File: config.mk
export PLATFORM = sky130hd
export DESIGN_NAME = gf180mcu_fd_sc_mcu9t5v0__demux4_deser
export DESIGN_NICKNAME = d
export VERILOG_FILES = /design/src/rtl/gf180mcu_fd_sc_mcu9t5v0__demux4_deser.sv
export SDC_FILE = /design/constraint.sdc
export NUM_CORES = 1
export LEC_CHECK = 0
export ABC_AREA = 1
export BUFFER_PORTS_ARGS = -buffer_cell sky130_fd_sc_hd__buf_2
export CORE_AREA = 2 2 39 41
export CTS_CLUSTER_SIZE = 8
export DETAILED_ROUTE_END_ITERATION = 12
export DIE_AREA = 0 0 41 43
export GPL_TIMING_DRIVEN = 0
export PLACE_DENSITY_LB_ADDON = 0.25
export SETUP_SLACK_MARGIN = 0.15
export SYNTH_ARGS = -nofsm -noshare
export SYNTH_HDL_FRONTEND = slang
export SYNTH_SLANG_ARGS = --single-unit
File: constraint.sdc
create_clock -name CLK -period 3.5 [get_ports CLK]
set_clock_uncertainty 0.15 [all_clocks]
set_input_delay 0.35 -clock CLK [delete_from_list [all_inputs] [get_ports CLK]]
set_output_delay 0.35 -clock CLK [all_outputs]
set_load 0.01 [all_outputs]
File: src/rtl/gf180mcu_fd_sc_mcu9t5v0__demux4_deser.sv
// gf180mcu_fd_sc_mcu9t5v0__demux4_deser: 1:4 deserializer rebuilding four lanes from a rotating beat stream
module gf180mcu_fd_sc_mcu9t5v0__demux4_deser #(
  parameter int WIDTH = 1
) (
  input  logic             CLK,
  input  logic             RN,
  input  logic [WIDTH-1:0] I,
  input  logic             I_VALID,
  output logic             I_READY,
  input  logic             SYNC,
  output logic [WIDTH-1:0] Z0,
  output logic [WIDTH-1:0] Z1,
  output logic [WIDTH-1:0] Z2,
  output logic [WIDTH-1:0] Z3,
  output logic             Z_VALID,
  input  logic             Z_READY,
  output logic [1:0]       S
);
  logic [1:0]            s_q, s_d;
  logic [2:0][WIDTH-1:0] l_q, l_d;
  logic [3:0][WIDTH-1:0] z_q, z_d;
  logic                  z_valid_q, z_valid_d;
  logic                  acc, load;
  assign I_READY = (s_q != 2'd3) | ~z_valid_q | Z_READY;
  assign S       = s_q;
  assign Z_VALID = z_valid_q;
  assign Z0      = z_q[0];
  assign Z1      = z_q[1];
  assign Z2      = z_q[2];
  assign Z3      = z_q[3];
  // Steer accepted beats into staging lanes; the fourth beat loads the whole word at once
  always_comb begin
    acc       = I_VALID & I_READY;
    load      = acc & ~SYNC & (s_q == 2'd3);
    s_d       = SYNC ? {1'b0, acc} : acc ? s_q + 2'd1 : s_q;
    l_d       = l_q;
    for (int k = 0; k < 3; k++)
      if (acc & (SYNC ? (k == 0) : (s_q == 2'(k)))) l_d[k] = I;
    z_d       = load ? {I, l_q} : z_q;
    z_valid_d = load | (z_valid_q & ~Z_READY);
  end
  // State registers, cleared asynchronously so a mid-word reset drops everything at once
  always_ff @(posedge CLK or negedge RN) begin
    if (!RN) begin
      s_q       <= '0;
      l_q       <= '0;
      z_q       <= '0;
      z_valid_q <= 1'b0;
    end else begin
      s_q       <= s_d;
      l_q       <= l_d;
      z_q       <= z_d;
      z_valid_q <= z_valid_d;
    end
  end
endmodule

==> qor.yml, run 1 <==
detailed_routing:
  wl_um: 873
  drt-pass1-iter-count: 3
  drt-vias-per-instance: 4.45
  drc: 0
  dr.first_iter.drc_count: 10
  drt.antenna.violating_nets: 0
  avgRoutedWirePerCell_um: 9.49
  route.vias.total: 409
critical_path:
  worst-path-max-fanout: 6
  critical_path_required_ps: 3000
  reg2reg_depth: 5
  timing_worst_setup_path_type: "reg -> out"
  cp_cell_sequence: "ha_1 -> nand3_2 -> buf_2"
  worst_ep_arrival_time_ps: 1270
  crit_path_end_kind: "output pin"
  cpPeakStageDelay_ps: 410
  slowest_stage_cell_on_the_critical_path: "dfrtp_1"
  worstSetupStartpointType: "register"
sta:
  drv_slew: 0
  finalSetupTns_ps: 0
  grt_setup_unrepaired: "no"
  relSlewSlack_pct: 84.7
  post-route-min-period_ps: 1770
  hold_violations: 0
  fin_crit_sh_pct: 50.6
  setup-violations-final: 0
  fmax_ghz: 0.564
  worst_pin_slew_ps: 230
floorplanning:
  start_util_pct: 36.7
  die_area_sq_um: 1760
  floorplan.io_pins: 14
  die_h_um: 43
  fp.dieW_um: 41
  core_sq_um: 1380
  row_count: 14
synth:
  synth.yosys.seq_area_share_pct: 49.3
  ys_warn_count: 0
  netlist_instances: 58
  ys_ff_latch: 10
  syn-cell-area_sq_um: 508
  postSynthAreaPerCell_sq_um: 8.76
  synth.top_cell.area_share_pct: 49.3
  netlist_top_cells_area: "dfrtp_1 49%, ha_1 9.9%, nand2_1 9.6%"
  synthDominantAreaCellType: "dfrtp_1"
  yosysUniqueCellTypes: 13
  synthesis.nets: 68
placed_design:
  routability_congestion_estimate: 0.795
  hpwl_um: 661
  placedInstanceArea_sq_um: 593
  port-buffer-count: 13
power_and_ir_drop:
  vdd.ir_drop.worst_v: 0.000187
  power.density_cell_area_nw_per_um2: 529
  p_leak_uw: 0.000353
clock_tree:
  clock_tree.buffer_depth: 2
  cts_tree: "built"
  cell_at_the_root_of_the_clock_tree: "clkbuf_4"
  clkSinkCount: 10
  post-cts-setup-buffers: 0
  worst_setup_hold_path_clk_slew_ps: 70
  insertion_delay_ps: 270
  cts-buffers-inserted: 3
  post_cts_sizing_count: 0
  h_tree_levels: 1
min_path:
  holdCritPathClass: "in -> reg"
  hold-path-cell-count: 4
layout:
  layout-area-overhead-vs-synth_pct: 25.9
  antenna-diode-count: 0
  drive_gt1_share_pct: 27.6
  postLayoutCellArea_sq_um: 639
  fillCellCount: 157
  finalNetCount: 87
grt:
  grt_max_degree: 11
  number_of_global_route_vias_before_repair: 346
  globalRoute.busiestLayer: "met2"
  grt_use_met2_pct: 15.6
  grt_usage_pct: 12.3
  grt_pass1_wl_um: 1380
  grt.met1_usage_pct: 15.6
  antenna_found_initial: 0
  globalRouteOverflowTotal: 0
  use_met3_pct: 4.71
status:
  status: "completed"
job:
  drv.max_cap_violation_count: 0
## cell usage after synthesis
library cell and number:
o21ai_0 2, nand4_4 1, dfrtp_1 10, nand3_2 1, inv_2 1, nand2_2 1, nand4_1 1, nand3_1 3
nor2_1 4, nand2_1 13, inv_1 11, ha_1 4, o21ai_1 6
## power by group
part | internal, uW | switching (uW)
Sequential | 142 | 14.3
Combinational | 33.6 | 42.8
Clock | 63.2 | 42.4
## state kept, by name, summed over array words and instances, names as in the netlist
register,flops
Z1,1
l_q,3
Z_VALID,1
Z0,1
S,2
Z2,1
Z3,1
## what timing repair did
item	in CTS	in global routing
endpoints found under the setup margin	0	0
hold endpoints to repair	10	0
hold buffers	1	0
## final timing paths
path / startpoint / end / slack (ps)
setup reg to reg: S[0] / l_q[1] / 2150
max in group asynchronous: RN / Z2 / 2690
hold reg to reg: Z2 / Z2 / 340
hold / removal: SYNC / S[0] / 230
setup / recovery: S[0] / I_READY / 1730
min in group asynchronous: RN / l_q[0] / 310
## placed cells by master, fill, tap and decap left out
master / instances
buf_2: 13
clkbuf_4: 3
clkbuf_8: 1
dfrtp_1: 10
dlygate4sd3_1: 1
ha_1: 4
inv_1: 11
inv_2: 1
nand2_1: 13
nand2_2: 1
nand3_1: 3
nand3_2: 1
nand4_1: 1
nand4_4: 1
nor2_1: 4
o21ai_0: 2
o21ai_1: 6
## per-stage QoR
stage	hold WS, ps	instances	worst slack, ps	power (uW)	util [%]
after floorplan	-95.6	58	2150	204	-
after global placement	77.1	87	2020	234	42.9
after detailed placement	77.3	87	2000	236	42.9
after CTS	222	92	1700	345	46.2
after global routing	243	92	1630	365	46.2
final	233	92	1730	338	46.2
## worst max-delay path, delay by kind of cell (launching register included)
| family | cells | cell delay [ps] |
|---|---|---|
| simple gates | 1 | 160 |
| flops | 1 | 410 |
| buf+inv | 1 | 180 |
| fa+ha+maj | 1 | 250 |
## metal layers
layer,vias to the layer above,wire (um)
met5,-,0
met1,184,397
met4,0,0
li1,215,-
met2,10,438
met3,0,37
## kinds of logic (layout without fill, tap and decap cells)
family                     count (synthesis)  count (layout)  synth area share, %
and+or+nand+nor                           24              24                 24.1
buffers and inverters                     12              30                 8.87
DFF                                       10              10                 49.3
AOI/OAI and AO/OA                          8               8                 7.88
adders and majority gates                  4               4                 9.85
## area by class of cell
cell class | instances | area (sq um) | share of cell area [%]
Timing Repair Buffer | 14 | 75.1 | 11.7
Clock buffer | 4 | 36.3 | 5.68
Sequential cell | 10 | 250 | 39.1
Multi-Input combinational cell | 36 | 213 | 33.3
Inverter | 12 | 45.0 | 7.05
Tap cell | 16 | 20.0 | 3.13
Note: power is estimated with default switching activity, not from simulation.
==> run 2, diff against run 1 <==
--- a/config.mk
+++ b/config.mk
@@ -5,7 +5,7 @@
 export SDC_FILE = /design/constraint.sdc
 export NUM_CORES = 1
 export LEC_CHECK = 0
-export ABC_AREA = 1
+export ABC_AREA = 0
 export BUFFER_PORTS_ARGS = -buffer_cell sky130_fd_sc_hd__buf_2
 export CORE_AREA = 2 2 39 41
 export CTS_CLUSTER_SIZE = 8
==> constraint.sdc (replaced) <==
create_clock -name CLK -period 1.6 [get_ports CLK]
set_clock_uncertainty 0.15 [all_clocks]
set_input_delay 0.16 -clock CLK [delete_from_list [all_inputs] [get_ports CLK]]
set_output_delay 0.16 -clock CLK [all_outputs]
set_load 0.01 [all_outputs]
==> qor.yml, run 2 <==
detailed_routing:
  dr.first_iter.drc_count: 2  # -8
  route.vias.total: 378  # -7.6%
  drt-vias-per-instance: 4.85  # +9.0%
  wl_um: 985  # +13%
  drc: 0  # unchanged
  drt-pass1-iter-count: 2  # -1
  drt.antenna.violating_nets: 0  # unchanged
  avgRoutedWirePerCell_um: 12.6  # +33%
layout:
  drive_gt1_share_pct: 62.9  # +35 points
  postLayoutCellArea_sq_um: 726  # +14%
  antenna-diode-count: 0  # unchanged
  mostFrequentLayoutCell: "buf_2"
  largest-register: "l_q"
  layout-area-overhead-vs-synth_pct: 42.5
  mostFrequentLayoutCells: "13 x buf_2, 10 x dfrtp_1, 6 x mux2_4"
  largest_reg_flops: 3  # unchanged
  finalNetCount: 74  # -15%
  instances_no_fill: 78  # -15%
sta:
  setup-violations-final: 0  # unchanged
  post-route-min-period_ps: 1550
  hold_violations: 0  # unchanged
  worst_pin_slew_ps: 236  # +6.10 ps
  fin_crit_sh_pct: 97.1
  grt_setup_unrepaired: "yes"
  drv_slew: 0  # unchanged
  relSlewSlack_pct: 84.3  # -0.41 points
  fmax_ghz: 0.643
floorplanning:
  core_sq_um: 1380  # unchanged
  fp.dieW_um: 41  # unchanged
  die_area_sq_um: 1760  # unchanged
  die_h_um: 43  # unchanged
  row_count: 14  # unchanged
  floorplan.io_pins: 14  # unchanged
  start_util_pct: 36.8  # +0.090 points
synth:
  ys_ff_latch: 10  # unchanged
  ys.flop_type: "dfrtp_1"
  synth.yosys.seq_area_share_pct: 49.1  # -0.12 points
  synth.top_cell.area_share_pct: 49.1  # -0.12 points
  ys_warn_count: 0  # unchanged
  post-synth-top-count-cell: "dfrtp_1"
  async_flop_share_pct: 100  # unchanged
  netlist_instances: 38  # -34%
  yosysUniqueCellTypes: 17  # +4
  synthesis.nets: 48  # -29%
  postSynthAreaPerCell_sq_um: 13.4  # +53%
  synth_edf_count: 0  # unchanged
  synthDominantAreaCellType: "dfrtp_1"
  syn-cell-area_sq_um: 509  # +0.25%
  netlist_top_cells_area: "dfrtp_1 49%, mux2_4 12%, ha_1 9.8%"
  synthTopCellsByCount: "10 x dfrtp_1, 4 x ha_1, 4 x mux2_4, 3 x mux2_2"
placed_design:
  placedInstanceArea_sq_um: 594  # +0.21%
  hpwl_um: 620  # -6.2%
  dp_cells: 67  # -23%
  routability_congestion_estimate: 0.644  # -19%
  port-buffer-count: 13  # unchanged
clock_tree:
  h_tree_levels: 1  # unchanged
  cts_tree: "built"
  cell_at_the_root_of_the_clock_tree: "clkbuf_4"
  worst_setup_hold_path_clk_slew_ps: 60  # about the same
  clkSinkCount: 10  # unchanged
  insertion_delay_ps: 250  # -20 ps
  cts-buffers-inserted: 3  # unchanged
  clock_tree.buffer_depth: 2  # unchanged
power_and_ir_drop:
  p_leak_uw: 0.000366  # +3.6%
  vdd.ir_drop.worst_v: 0.000550  # +190%
  power.density_cell_area_nw_per_um2: 1130  # +110%
min_path:
  holdCritPathClass: "in -> reg"
  hold_start: "Z_READY"
critical_path:
  critical_path_required_ps: 1590  # -1410 ps
  worst_setup_path_startpoint: "S[0]"
  worst_ep_arrival_time_ps: 1540  # +270 ps
  crit_path_end_kind: "register"
  timing_worst_setup_path_type: "reg -> reg"
  worstSetupStartpointType: "register"
  launch_point_of_the_worst_reg_to_reg_path: "S[0]"
  worst-path-max-fanout: 4  # -2
grt:
  antenna_found_initial: 0  # unchanged
  grt_usage_pct: 13.9  # +1.6 points
  globalRouteOverflowTotal: 0  # unchanged
  grt_max_degree: 11  # unchanged
  grt_pass1_wl_um: 1590  # +15%
  number_of_global_route_vias_before_repair: 362  # +4.6%
job:
  drv.max_cap_violation_count: 0  # unchanged
status:
  status: "completed"
[run 2: changes by cell type after synthesis, sizes merged, moves of 2 or more]
| cell | delta |
|---|---|
| o21ai | -8 |
| nor2 | -4 |
| nand3 | -2 |
| nand4 | -2 |
| nand2 | -12 |
| inv | -10 |
| mux2 | +7 |
| nand2b | +2 |
[run 2: area by class of cell]
cell class | count | area, sq um
timing repair buffer | 21 | 138
sequential | 10 | 250
clock buffer | 3 | 22.5
inverter | 2 | 7.51
buffer | 1 | 11.3
fill | 124 | 658
multi-input combinational | 25 | 277
tap | 16 | 20.0
[run 2: through the flow]
step                      hold WS (ps)  worst slack [ps]  total power [uW]  setup TNS, ps  utilization, %
after CTS                         28.2              76.7               808              0            50.3
after global routing              40.6             -16.2               880          -16.3            52.4
after floorplan                   -286              3.13               519              0               -
after global placement            -116             -9.43               597          -9.43            42.9
final                             40.8              45.8               816              0            52.4
after detailed placement          -114             -21.0               603          -21.0            42.9
[run 2: what timing repair did]
item	4_1_cts	5_1_grt
setup endpoints to repair	10	10
endpoints found under the hold margin	11	0
setup buffers	6	0
pin swaps	3	3
hold buffers	2	0
gates resized for setup	4	8
[run 2: logic make-up after synthesis]
| kind of cell | share of synthesized area (%) |
|---|---|
| AND/OR/NAND/NOR | 14.3 |
| flip-flops | 49.1 |
| buffers and inverters | 3.69 |
| multiplexers | 18.4 |
| XOR/XNOR | 1.72 |
| AO/OA/AOI/OAI | 2.95 |
| adder cells (fa/ha/maj) | 9.83 |
[run 2: where the power goes]
group / leakage [uW] / total (uW) / internal, uW / switching [uW]
Sequential: 0.000126 / 370 / 329 / 40.5
Combinational: 0.000226 / 284 / 175 / 109
Clock: 0.0000138 / 163 / 86.4 / 76.5
Total: 0.000366 / 816 / 591 / 226
[run 2: worst max-delay path, cell delays in order, from the launching register on]
cell and delay, ps:
dfrtp_1 410, ha_2 200, buf_4 130, and3_4 140
buf_6 120, mux2_4 290
[run 2: path summary, 6_finish.rpt]
kind / endpoint / slack [ps] / cells past startpoint
worst max-delay path: Z2 / 50 / 5
worst min-delay path: Z_VALID / 40 / 3
worst max register to register: Z2 / 50 / 5
worst min register to register: Z0 / 350 / 1
max in group asynchronous: Z_VALID / 970 / 2
min in group asynchronous: l_q[1] / 140 / 2
[run 2: routing by layer]
metal,track usage [%],part of all wire (%),up-vias
li1,-,-,183
met1,17.9,43,181
met2,20.3,49,12
met3,3.14,6.7,2
met4,8.00,0.41,0
met5,0,0,-
==> run 3, diff against run 2 <==
--- a/config.mk
+++ b/config.mk
@@ -12,7 +12,7 @@
 export DETAILED_ROUTE_END_ITERATION = 12
 export DIE_AREA = 0 0 41 43
 export GPL_TIMING_DRIVEN = 0
-export PLACE_DENSITY_LB_ADDON = 0.25
+export PLACE_DENSITY_LB_ADDON = 0.3
 export SETUP_SLACK_MARGIN = 0.15
 export SYNTH_ARGS = -nofsm -noshare
 export SYNTH_HDL_FRONTEND = slang
==> qor.yml, run 3 (synthesis gave the netlist of run 2 again) <==
status:
  status: "completed"
detailed_routing:
  wl_um: 930  # -5.6%
  drt-vias-per-instance: 4.76  # -1.7%
  drc: 0  # unchanged
  dr.first_iter.drc_count: 4  # +2
  drt-pass1-iter-count: 4  # +2
  route.vias.total: 362  # -4.2%
  drt.antenna.violating_nets: 0  # unchanged
  avgRoutedWirePerCell_um: 12.2  # -3.1%
power_and_ir_drop:
  power.clock.fraction_pct: 26.6  # +6.6 points
  power.net_switching_uw: 237  # +5.1%
  power.share.switching_pct: 27.3  # -0.32 points
  power.sequential.fraction_pct: 42.7  # -2.6 points
  power.combinational.fraction_pct: 30.6  # -4.1 points
  finalPower_uw: 868  # +6.3%
  cellInternalPower_uw: 631  # +6.8%
  vdd.ir_drop.worst_v: 0.000572  # +4.0%
  p_leak_uw: 0.000358  # -2.2%
  power.density_cell_area_nw_per_um2: 1230  # +9.2%
sta:
  post-route-min-period_ps: 1590  # +38.2 ps
  grt_setup_unrepaired: "yes"
  setup-violations-final: 0  # unchanged
  drv_slew: 0  # unchanged
  fin_worst_hold_slack_ps: 30.3  # -10.4 ps
  fmax_ghz: 0.628  # -2.4%
  worst_pin_slew_ps: 248  # +12.4 ps
  fin_crit_sh_pct: 99.5  # +2.4 points
  relSlewSlack_pct: 83.4  # -0.88 points
  hold_violations: 0  # unchanged
layout:
  instances_no_fill: 76  # -2.6%
  antenna-diode-count: 0  # unchanged
  layout-area-overhead-vs-synth_pct: 38.8
  largest-register: "l_q"
  finalNetCount: 71  # -4.1%
  drive_gt1_share_pct: 56.7  # -6.2 points
  largest_reg_flops: 3  # unchanged
  mostFrequentLayoutCell: "buf_2"
  mostFrequentLayoutCells: "13 x buf_2, 10 x dfrtp_1, 6 x mux2_4"
grt:
  grt_usage_pct: 12.3  # -1.6 points
  grt_pass1_wl_um: 1460  # -8.3%
  number_of_global_route_vias_before_repair: 358  # -1.1%
  grt_max_degree: 11  # unchanged
  globalRouteOverflowTotal: 0  # unchanged
  antenna_found_initial: 0  # unchanged
floorplanning:
  core_sq_um: 1380  # unchanged
  row_count: 14  # unchanged
  floorplan.io_pins: 14  # unchanged
  die_area_sq_um: 1760  # unchanged
  die_h_um: 43  # unchanged
  fp.dieW_um: 41  # unchanged
  start_util_pct: 36.8  # unchanged
clock_tree:
  cts-buffers-inserted: 3  # unchanged
  worst_setup_hold_path_clk_slew_ps: 70  # about the same
  cell_at_the_root_of_the_clock_tree: "clkbuf_4"
  cts_tree: "built"
  clock_tree.buffer_depth: 2  # unchanged
  h_tree_levels: 1  # unchanged
  insertion_delay_ps: 270  # +20 ps
  clkSinkCount: 10  # unchanged
critical_path:
  critical_path_required_ps: 1290  # -300 ps
  crit_path_end_kind: "output pin"
  worstSetupStartpointType: "register"
  worst_ep_arrival_time_ps: 1280  # -260 ps
  worst-path-max-fanout: 6  # +2
  r2r_slack_ps: 8  # -40 ps
  timing_worst_setup_path_type: "reg -> out"
placed_design:
  port-buffer-count: 13  # unchanged
  dp_cells: 67  # unchanged
  routability_congestion_estimate: 0.655  # +1.7%
  hpwl_um: 633  # +2.1%
job:
  drv.max_cap_violation_count: 0  # unchanged
min_path:
  holdCritPathClass: "in -> reg"
run 3: cell types whose count changed in the layout (fill, tap and decap cells not counted):
cell,change
buf_6,-2
inv_1,+2
inv_2,-2
buf_4,-1
clkbuf_8,+1
ha_1,+1
ha_2,-1
run 3: metrics by stage:
step | TNS (ps) | util [%] | instance area [sq um] | setup WS, ps
after floorplan | 0 | - | 509 | 3.13
after global placement | 0 | 42.9 | 594 | 4.46
after detailed placement | -0.185 | 42.9 | 594 | -0.185
after CTS | 0 | 48.3 | 668 | 32.8
after global routing | -128 | 51.1 | 707 | -51.4
final | 0 | 51.1 | 707 | 7.67
run 3: power by group through the flow:
stage                     sequential [uW]  clock, uW  combinational (uW)
after global routing                  383        247                 292
after floorplan                       398          0                 121
after detailed placement              378          0                 225
final                                 371        231                 266
after global placement                374          0                 220
after CTS                             373        234                 250
run 3: metal layers:
metal	vias up	wire length, um	GRT usage [%]
met5	-	0	0
met4	0	0	4.00
met3	0	73	4.71
met2	17	416	17.5
met1	170	440	16.8
li1	175	-	-
run 3: worst paths after layout:
path / depth (start not counted) / endpoint / from
hold / removal: 3 / Z_VALID / Z_READY
setup / recovery: 3 / I_READY / S[1]
hold reg to reg: 1 / Z0 / l_q[0]
max in group asynchronous: 2 / Z0 / RN
setup reg to reg: 4 / l_q[0] / S[0]
min in group asynchronous: 2 / Z2 / RN
run 3: cell type report:
type / instances / area, sq um
fill: 125 / 677
tap: 16 / 20.0
multi-input combinational: 25 / 274
inverter: 2 / 7.51
buffer: 1 / 11.3
sequential: 10 / 250
clock buffer: 4 / 36.3
timing repair buffer: 18 / 108
run 3: critical path: stages, from the launching register on:
cell	delay, ps
dfrtp_1	410
ha_2	210
nand3b_1	210
buf_2	180
run 3: timing repair:
action                                 CTS  global route
setup endpoints to repair               10            10
buffers inserted                         1             2
hold buffers                             2             0
pin swaps                                3             3
gates resized for setup                  3             4
endpoints found under the hold margin   11             0
